$ cat config.mk
export PLATFORM = sky130hd
export DESIGN_NAME = dp_req_scheduler
export DESIGN_NICKNAME = d
export VERILOG_FILES = /design/src/rtl/dp_ctrl_pkg.sv /design/src/rtl/rr_arbiter.sv /design/src/rtl/dp_req_scheduler.sv
export SDC_FILE = /design/constraint.sdc
export NUM_CORES = 1
export LEC_CHECK = 0
export BUFFER_PORTS_ARGS = -buffer_cell sky130_fd_sc_hd__buf_2
export CORE_MARGIN = 2
export CORE_UTILIZATION = 45
export CTS_BUF_LIST = sky130_fd_sc_hd__clkbuf_2
export CTS_CLUSTER_SIZE = 40
export DETAILED_ROUTE_END_ITERATION = 10
export PLACE_DENSITY_LB_ADDON = 0.2
export SLEW_MARGIN = 40
export SYNTH_ARGS = -nofsm -noshare
export SYNTH_HDL_FRONTEND = slang
export SYNTH_SLANG_ARGS = --single-unit
$ cat constraint.sdc
create_clock -name clk -period 5 [get_ports clk]
set_input_delay 0.25 -clock clk [delete_from_list [all_inputs] [get_ports clk]]
set_output_delay 0.25 -clock clk [all_outputs]
set_load 0.03 [all_outputs]
$ cat src/rtl/dp_ctrl_pkg.sv
// Shared types, widths and mode thresholds for the datapath request scheduler.
package dp_ctrl_pkg;

  localparam int A_W = 10;
  localparam int C_W = 9;
  localparam int R_W = 11;

  localparam int MODE_T0 = 51;
  localparam int MODE_T1 = 100;
  localparam int MODE_T2 = 128;

  typedef enum logic [1:0] {ST_IDLE, ST_LAUNCH, ST_WAIT, ST_RESP} state_t;
  typedef enum logic [1:0] {MODE_CLKDIV, MODE_SHIFT, MODE_PARITY, MODE_LFSR} mode_t;

  typedef struct packed {
    logic [A_W-1:0] a;
    logic [C_W-1:0] c;
  } op_t;

  function automatic mode_t mode_of(input logic [C_W-1:0] c);
    if (int'(c) < MODE_T0) return MODE_CLKDIV;
    if (int'(c) < MODE_T1) return MODE_SHIFT;
    if (int'(c) <= MODE_T2) return MODE_PARITY;
    return MODE_LFSR;
  endfunction

endpackage

$ cat src/rtl/rr_arbiter.sv
// Round-robin pick: first request at or after ptr, wrapping modulo NREQ.
// Latency: combinational.
// Backpressure: none; grant is purely a function of req and ptr.
module rr_arbiter #(
  parameter int NREQ = 4,
  parameter int IDW  = $clog2(NREQ)
) (
  input  logic [NREQ-1:0] req,
  input  logic [IDW-1:0]  ptr,
  output logic [NREQ-1:0] grant,
  output logic [IDW-1:0]  idx,
  output logic            any
);

  logic [NREQ-1:0]   lo_mask;
  logic [2*NREQ-1:0] dbl;
  logic              found;

  // Lower copy only sees requests at/after ptr; upper copy supplies the wrap.
  always_comb begin
    lo_mask = '0;
    for (int i = 0; i < NREQ; i++) lo_mask[i] = (i >= int'(ptr));
    dbl   = {req, req & lo_mask};
    grant = '0;
    idx   = '0;
    found = 1'b0;
    for (int j = 0; j < 2*NREQ; j++) begin
      if (!found && dbl[j]) begin
        found             = 1'b1;
        grant[j % NREQ]   = 1'b1;
        idx               = IDW'(j % NREQ);
      end
    end
    any = |req;
  end

endmodule

$ cat src/rtl/dp_req_scheduler.sv
// Shares one fixed-latency datapath among NREQ requesters with round-robin grants.
// Latency: accept at T, dp_start at T+1, response valid from T+LAT+1.
// Backpressure: one transaction in flight; response held stable until rsp_ready.
module dp_req_scheduler
  import dp_ctrl_pkg::*;
#(
  parameter int NREQ = 4,
  parameter int IDW  = 2,
  parameter int LAT  = 2
) (
  input  logic                 clk,
  input  logic                 rst,
  input  logic [NREQ-1:0]      req_valid,
  output logic [NREQ-1:0]      req_ready,
  input  logic [NREQ*A_W-1:0]  req_a,
  input  logic [NREQ*C_W-1:0]  req_c,
  input  logic [NREQ-1:0]      req_mask,
  output logic [A_W-1:0]       dp_a,
  output logic [C_W-1:0]       dp_c,
  output logic                 dp_start,
  input  logic [R_W-1:0]       dp_result,
  output logic                 rsp_valid,
  input  logic                 rsp_ready,
  output logic [IDW-1:0]       rsp_id,
  output logic [1:0]           rsp_mode,
  output logic [R_W-1:0]       rsp_data,
  output logic                 busy
);

  localparam int CNTW = $clog2(LAT + 2);

  if (LAT < 1 || NREQ < 2 || NREQ > 8 || IDW != $clog2(NREQ)) begin : g_bad_param
    $error("dp_req_scheduler: illegal LAT/NREQ/IDW combination");
  end

  state_t          state, state_nxt;
  logic [IDW-1:0]  ptr, id_q, win_idx;
  logic [NREQ-1:0] win_gnt;
  logic            win_any, accept, last;
  logic [CNTW-1:0] cnt;
  op_t             op_q;

  rr_arbiter #(.NREQ(NREQ), .IDW(IDW)) u_arb (
    .req   (req_valid & req_mask),
    .ptr   (ptr),
    .grant (win_gnt),
    .idx   (win_idx),
    .any   (win_any)
  );

  // cnt is loaded with LAT and the result is sampled on the edge where it falls to 1.
  always_comb begin
    state_nxt = state;
    req_ready = '0;
    accept    = 1'b0;
    last      = 1'b0;
    case (state)
      ST_IDLE: begin
        if (win_any && !rst) begin
          req_ready = win_gnt;
          accept    = 1'b1;
          state_nxt = ST_LAUNCH;
        end
      end
      ST_LAUNCH: begin
        last      = (LAT == 1);
        state_nxt = (LAT == 1) ? ST_RESP : ST_WAIT;
      end
      ST_WAIT: begin
        if (cnt == CNTW'(2)) begin
          last      = 1'b1;
          state_nxt = ST_RESP;
        end
      end
      ST_RESP: begin
        if (rsp_ready) state_nxt = ST_IDLE;
      end
      default: state_nxt = ST_IDLE;
    endcase
  end

  always_ff @(posedge clk) begin
    if (rst) begin
      state    <= ST_IDLE;
      ptr      <= '0;
      cnt      <= '0;
      op_q     <= '0;
      id_q     <= '0;
      rsp_data <= '0;
    end else begin
      state <= state_nxt;
      if (accept) begin
        op_q.a <= req_a[int'(win_idx)*A_W +: A_W];
        op_q.c <= req_c[int'(win_idx)*C_W +: C_W];
        id_q   <= win_idx;
      end
      if (state == ST_LAUNCH) cnt <= CNTW'(LAT);
      else if (state == ST_WAIT) cnt <= cnt - 1'b1;
      if (last) rsp_data <= dp_result;
      // The requester just served drops to lowest priority.
      if (state == ST_RESP && rsp_ready)
        ptr <= (id_q == IDW'(NREQ-1)) ? '0 : id_q + 1'b1;
    end
  end

  assign dp_a      = op_q.a;
  assign dp_c      = op_q.c;
  assign dp_start  = (state == ST_LAUNCH);
  assign rsp_valid = (state == ST_RESP);
  assign busy      = (state != ST_IDLE);
  assign rsp_id    = id_q;
  assign rsp_mode  = mode_of(op_q.c);

endmodule
## Word-level counts from Yosys, hierarchy flattened

Index checks and enable logic that the tools add are counted.
W data, S select, Z words.

| word-level totals | value |
|---|---|
| bits in latches | 0 |
| memories | 0 |
| bits in writable memories | 0 |
| ROM bits | 0 |
| register bits | 38 |

| operators by class | value |
|---|---|
| order comparisons | 6 |
| reduce and logical (&&, ||, !) cells | 23 |
| shift operators | 2 |
| div/mod/pow operators | 0 |
| multiplexer cells | 46 |
| add/sub/neg operators | 2 |
| bitwise logic cells | 2 |
| multipliers | 2 |
| eq/ne operators | 8 |

Operators with widths:

| operator | count |
|---|---|
| $shiftx A40 B7 Y10 | 1 |
| $mux W2 | 18 |
| $shiftx A36 B7 Y9 | 1 |
| $mux W1 | 25 |
| $le A9 B8 Y1 const B | 1 |
| $logic_and A1 B1 Y1 | 9 |
| $lt A9 B6 Y1 const B | 1 |
| $lt A9 B7 Y1 const B | 1 |
| $and A4 B4 Y4 | 2 |
| $eq A2 B2 Y1 const B | 4 |
| $logic_not A1 Y1 | 8 |
| $mux W4 | 2 |
| $pmux W2 S4 | 1 |
| $mul A2 B4 Y6 const B | 1 |
| $mul A2 B3 Y5 const B | 1 |
| $ge A1 B2 Y1 const A | 2 |
| $ne A2 B2 Y1 const B | 2 |
| $reduce_bool A2 Y1 | 2 |
| $reduce_or A4 Y1 | 1 |
| $reduce_and A3 Y1 | 1 |
| $add A2 B1 Y2 const B | 1 |
| $eq A2 B1 Y1 const B | 1 |
| $ge A2 B2 Y1 const A | 1 |
| $logic_not A2 Y1 | 1 |
| 3 further kinds | 3 |

## Longest topological paths before layout

| depth | value |
|---|---|
| word-level depth | 26 |
| mapped depth | 8 |

## Cells and area by module

A second synthesis with hierarchy kept.

| second synthesis, totals | value |
|---|---|
| cells, all modules | 252 |
| area total of the unflattened synthesis | 2319.7 µm² |

By module, submodules not included:

| module | area an instance (µm²) | instances | cells each |
|---|---|---|---|
| dp_req_scheduler | 2143.3 | 1 | 223 |
| rr_arbiter | 176.4 | 1 | 29 |

## Worst setup path after synthesis

OpenSTA, ideal clock, no wires.

| timing path | value |
|---|---|
| path type | input to output |
| start | input req_valid[2] |
| end | output req_ready[1] |
| path slack | 2436 ps |
| stages | 4 |
| data required time | 4750 ps |
| arrival | 2314 ps |
| path buffers | 0 |
| cell sequence | nand2_1 -> a41oi_2 -> nand2_2 -> a2111oi_0 |

| between the ends | value |
|---|---|
| word-level cells in the longest chain between the ends | 15 |

RTL lines:

| element | RTL line | text |
|---|---|---|
| start, declared | dp_req_scheduler.sv:13 | `input logic [NREQ-1:0] req_valid,` |
| $and A4 B4 Y4 (*) | dp_req_scheduler.sv:44 | `.req (req_valid & req_mask),` |
| $and A4 B4 Y4 | rr_arbiter.sv:23 | `dbl = {req, req & lo_mask};` |
| $logic_and A1 B1 Y1 | rr_arbiter.sv:28 | `if (!found && dbl[j]) begin` |
| $mux W1 | rr_arbiter.sv:28 |  |
| $logic_not A1 Y1 | rr_arbiter.sv:28 |  |
| $logic_and A1 B1 Y1 | rr_arbiter.sv:28 |  |
| $mux W1 | rr_arbiter.sv:28 |  |
| $logic_not A1 Y1 | rr_arbiter.sv:28 |  |
| $logic_and A1 B1 Y1 | rr_arbiter.sv:28 |  |
| $mux W1 | rr_arbiter.sv:28 |  |
| $logic_not A1 Y1 | rr_arbiter.sv:28 |  |
| $logic_and A1 B1 Y1 | rr_arbiter.sv:28 |  |
| $mux W1 | rr_arbiter.sv:28 |  |
| $mux W4 (*) | dp_req_scheduler.sv:59 | `if (win_any && !rst) begin` |
| $mux W4 (*) | dp_req_scheduler.sv:57 | `case (state)` |
| end, declared | dp_req_scheduler.sv:14 | `output logic [NREQ-1:0] req_ready,` |

Mark *: on every way between the ends. The rest lies on a longest branch, timed or not.

## Worst setup path in the final report

| timing path | value |
|---|---|
| start | register state[0] |
| end | output req_ready[1] |

| between the ends | value |
|---|---|
| word-level cells in the longest chain between the ends | 2 |

RTL lines:

| element | RTL line | text |
|---|---|---|
| start, declared | dp_req_scheduler.sv:36 | `state_t state, state_nxt;` |
| start signal, assigned | dp_req_scheduler.sv:91 | `state <= state_nxt;` |
| $logic_not A2 Y1 | dp_req_scheduler.sv:57 |  |
| $mux W4 | dp_req_scheduler.sv:57 |  |

Every way passes these cells.

==> results.txt <==
Setup slack on the worst reg-to-reg path comes out at 2710 ps. The worst register-to-register path ends at dp_c[7]$_SDFFE_PP0P_. The worst setup path is launched from a flip-flop. The destination of the worst hold path is rsp_data[10]$_SDFFE_PP0P_. Entering global routing, the biggest net connects 40 pins.

The gate family responsible for the most delay along the worst path is compound AO/OA/AOI/OAI gates. The violation count after the first detailed-route iteration came out at 99. The starting density of the core is 46.6%. TritonCTS built the clock tree. The total overflow left after global routing is 0. The count of final max-slew check failures came out at 0. The count of input and output buffers is 138. Clock latency on the worst-skew pair, taken at its later pin, is 390 ps. The number of instances in the synthesized netlist came out at 247. Walking the worst path, the cells encountered are inv_1, ha_1, nand2_2, a2111oi_0, buf_2. Buffers inserted to repair hold after CTS numbered 0. The worst endpoint data arrival time is 2120 ps. STA classifies the critical path endpoint as a primary output. Row generation in the floorplan step produced 25 rows. The cell area after technology mapping is 2200 um^2. The mean area per synthesized cell came out at 8.91 um^2. The number of antenna cells inserted came out at 0. The number of buffers and inverters on the critical path is 2.

The pre-antenna-repair detailed-routing pass consisted of 4 iterations. The data required time at the worst endpoint is 4750 ps. At the end of the flow the core is filled with cells to 62.2%. The total negative slack came out at 0 ps. Counting the fill cells in the layout gives 446.

The flow ran to the end, and the final reports show no timing, DRC or antenna violations. Counting instances, the worst hold path has a depth of 3. The final route contains 2327 vias. The power density over cell area came out at 390 nW/um^2. The average routed wire per standard cell is 14.1 um. The post-route fraction of the period consumed by the critical path is 47.5%. The total track usage came out at 22.4%.

The slew at the pin with the worst max-slew slack is 792 ps. The largest individual stage delay along the critical path comes from the cell sky130_fd_sc_hd__a2111oi_0. The startpoint identified for the worst hold timing path is dp_result[10].

The post-synth net total came out at 351. The wire length of the first global-routing pass came out at 9620 um. The hold violation total from the final report was 0. In this run the tightest slew margin relative to its limit is 47.0%. The height of the chip is 73.9 um.

The post-route minimum period is 2370 ps. The fmax came out at 421 MHz. The count of buffers added by post-CTS timing repair for setup is 0.

The worst reg2reg path depth is 6. The floorplan step defined a die boundary enclosing 5470 um^2. Once detailed placement completed, the half-perimeter wirelength came to 4740 um. The async set-reset flop share out of synthesis came out at 0%. The count of distinct cell types in the synthesized netlist is 36.

For this design the static power due to leakage is 1.38 nW. The number of gates resized after CTS is 0. The clock skew after layout is 14.3 ps.

The number of vias per cell after detailed routing came out at 5.22. The count of antenna-violating nets left after detailed routing is 0. The via count of the first global-routing pass came out at 2125. Setup repair after global routing left no endpoint under its margin.

Across the VDD grid, the largest voltage drop is 0.339 mV. The initial antenna violation count is 0. For this run, the post-layout net count is 482. The worst hold path belongs to the class primary input to flip-flop. Sequential elements use 34.6% of the synthesized area. No sink is reached through more buffers than the 2 on the longest clock path. The flip-flop and latch count after synthesis is 38.

The area added between synthesis and finish came out at 33.5%. The TritonCTS sink count is 38. For this design the top-level I/O count stands at 139. In this run, synthesis inferred 0 flip-flops with an integrated enable.

The Yosys step of the flow raised 0 warnings. The clock slew at the register clock pins of the worst setup and hold paths is 190 ps. The residual DRC count came out at 0. The root buffer cell chosen for the clock tree is sky130_fd_sc_hd__clkbuf_2.

The H-tree level count is 2. The placeable core region is 4720 um^2. The fraction of layout cells with a size suffix above 1 came out at 40.4%. In this run the critical register-to-register path is launched from ptr[1]$_SDFFE_PP0P_.

The biggest fanout along the worst timing path is 27. The tool flagged a number of max-cap violations equal to 0. The last weighted congestion value of the routability-driven placer came out at 0.839.

The dominant synthesized flop cell is sky130_fd_sc_hd__dfxtp_1. The largest single stage delay on the critical path is 420 ps. Setup violations remaining at the end of the flow were counted as 0. The total CTS buffers came out at 5.

The worst setup path is of the flip-flop to primary output kind. The floorplan step set the die width to 73.9 um. The post-detailed-routing wire length is 6300 um. The total design power came out at 1.15 mW.
-- cells in the mapped netlist, drive strengths merged, types with 2 or more instances --
cell type  number  share of area (%)
or2             2               0.57
dfxtp          38                 35
inv             9                1.5
buf             6                2.3
a211oi          4                1.4
nor4            2               0.57
and2            2               0.57
nand2          33                5.7
clkbuf         10                1.9
mux2i          39                 18
o21ai           5                1.1
nand3b         22                7.5
nand3           3               0.68
nand2b          2               0.57
o221ai         19                7.6
a31oi           2               0.57
nor3            6                1.4
ha              6                3.4
a21oi          20                4.5
nor2            9                1.5
-- cell families after synthesis --
group | Yosys count | synth area share [%]
multiplexers | 39 | 17.7
flip-flops | 38 | 34.6
XOR/XNOR | 1 | 0.398
AO/OA/AOI/OAI | 57 | 19.0
buffers and inverters | 25 | 5.74
AND/OR/NAND/NOR | 81 | 19.1
adder cells (fa/ha/maj) | 6 | 3.41
-- per-stage QoR --
stage | setup WS [ps] | cells | hold WS [ps] | area, um^2
finish | 2630 | 446 | 73.3 | 2940
global route | 2390 | 446 | 36.3 | 2940
CTS | 2570 | 446 | 45.0 | 2940
detailed placement | 2580 | 438 | 449 | 2900
global placement | 2430 | 437 | 439 | 2890
floorplan | 2440 | 247 | 386 | 2200
-- sequential cells by signal, summed over array words and instances, names as in the netlist --
| name | cells |
|---|---|
| dp_a | 10 |
| ptr | 2 |
| rsp_id | 2 |
| cnt | 2 |
| state | 2 |
| dp_c | 9 |
| rsp_data | 11 |
-- area by class of cell --
type                    instances  area, um^2  share of cell area [%]
repair buffers                140         706                    24.0
flip-flops and latches         38         761                    25.9
inverters                       9        33.8                    1.15
clock buffers                   5        25.0                   0.851
multi-input cells             184        1310                    44.7
well taps                      67        83.8                    2.85
clock inverters                 3        16.3                   0.553
-- worst max-delay path by stage --
| stage | startpoint | endpoint | slack [ps] | cells after the start |
|---|---|---|---|---|
| 2_1_floorplan | req_valid[2] | req_ready[1] | 2440 | 4 |
| 3_3_place_gp | req_valid[2] | dp_c[7]$_SDFFE_PP0P_ | 2430 | 7 |
| 3_5_place_dp | rst | dp_c[6]$_SDFFE_PP0P_ | 2580 | 5 |
| 4_1_cts | state[0]$_SDFFE_PP0P_ | req_ready[1] | 2570 | 5 |
| 5_1_grt | state[0]$_SDFFE_PP0P_ | req_ready[1] | 2390 | 5 |
| 6_report | state[0]$_SDFFE_PP0P_ | req_ready[1] | 2630 | 5 |
-- layout by cell type (no fill, tap or decap), types with 3 or more instances in the layout --
cell	count
sky130_fd_sc_hd__nand2_1	32
sky130_fd_sc_hd__ha_1	6
sky130_fd_sc_hd__a21oi_1	20
sky130_fd_sc_hd__buf_2	138
sky130_fd_sc_hd__dfxtp_1	38
sky130_fd_sc_hd__o221ai_1	19
sky130_fd_sc_hd__a211oi_1	4
sky130_fd_sc_hd__nand3b_1	22
sky130_fd_sc_hd__nor2_1	9
sky130_fd_sc_hd__o21ai_0	3
sky130_fd_sc_hd__inv_1	8
sky130_fd_sc_hd__clkbuf_2	5
sky130_fd_sc_hd__nor3_1	6
sky130_fd_sc_hd__nand3_1	3
sky130_fd_sc_hd__mux2i_1	39
-- layer usage --
| metal | vias to the layer above | global-route usage, % | routed length, um |
|---|---|---|---|
| met5 | - | 0 | 0 |
| met2 | 104 | 38.9 | 3020 |
| met1 | 1037 | 26.8 | 2630 |
| met3 | 12 | 6.64 | 533 |
| met4 | 0 | 6.67 | 116 |
| li1 | 1174 | - | - |
-- tightest hold or removal path: cells and delay by family --
family / cells / cell delay, ps
compound gates: 1 / 50
simple gates: 1 / 40
buf+inv: 1 / 90
-- power breakdown --
part           internal (mW)  total [mW]  switching, mW
Combinational          0.208       0.575          0.367
Sequential             0.373       0.433         0.0597
Clock                 0.0319       0.138          0.106
Total                  0.613        1.15          0.533
Note: power is estimated with default switching activity, not from simulation.
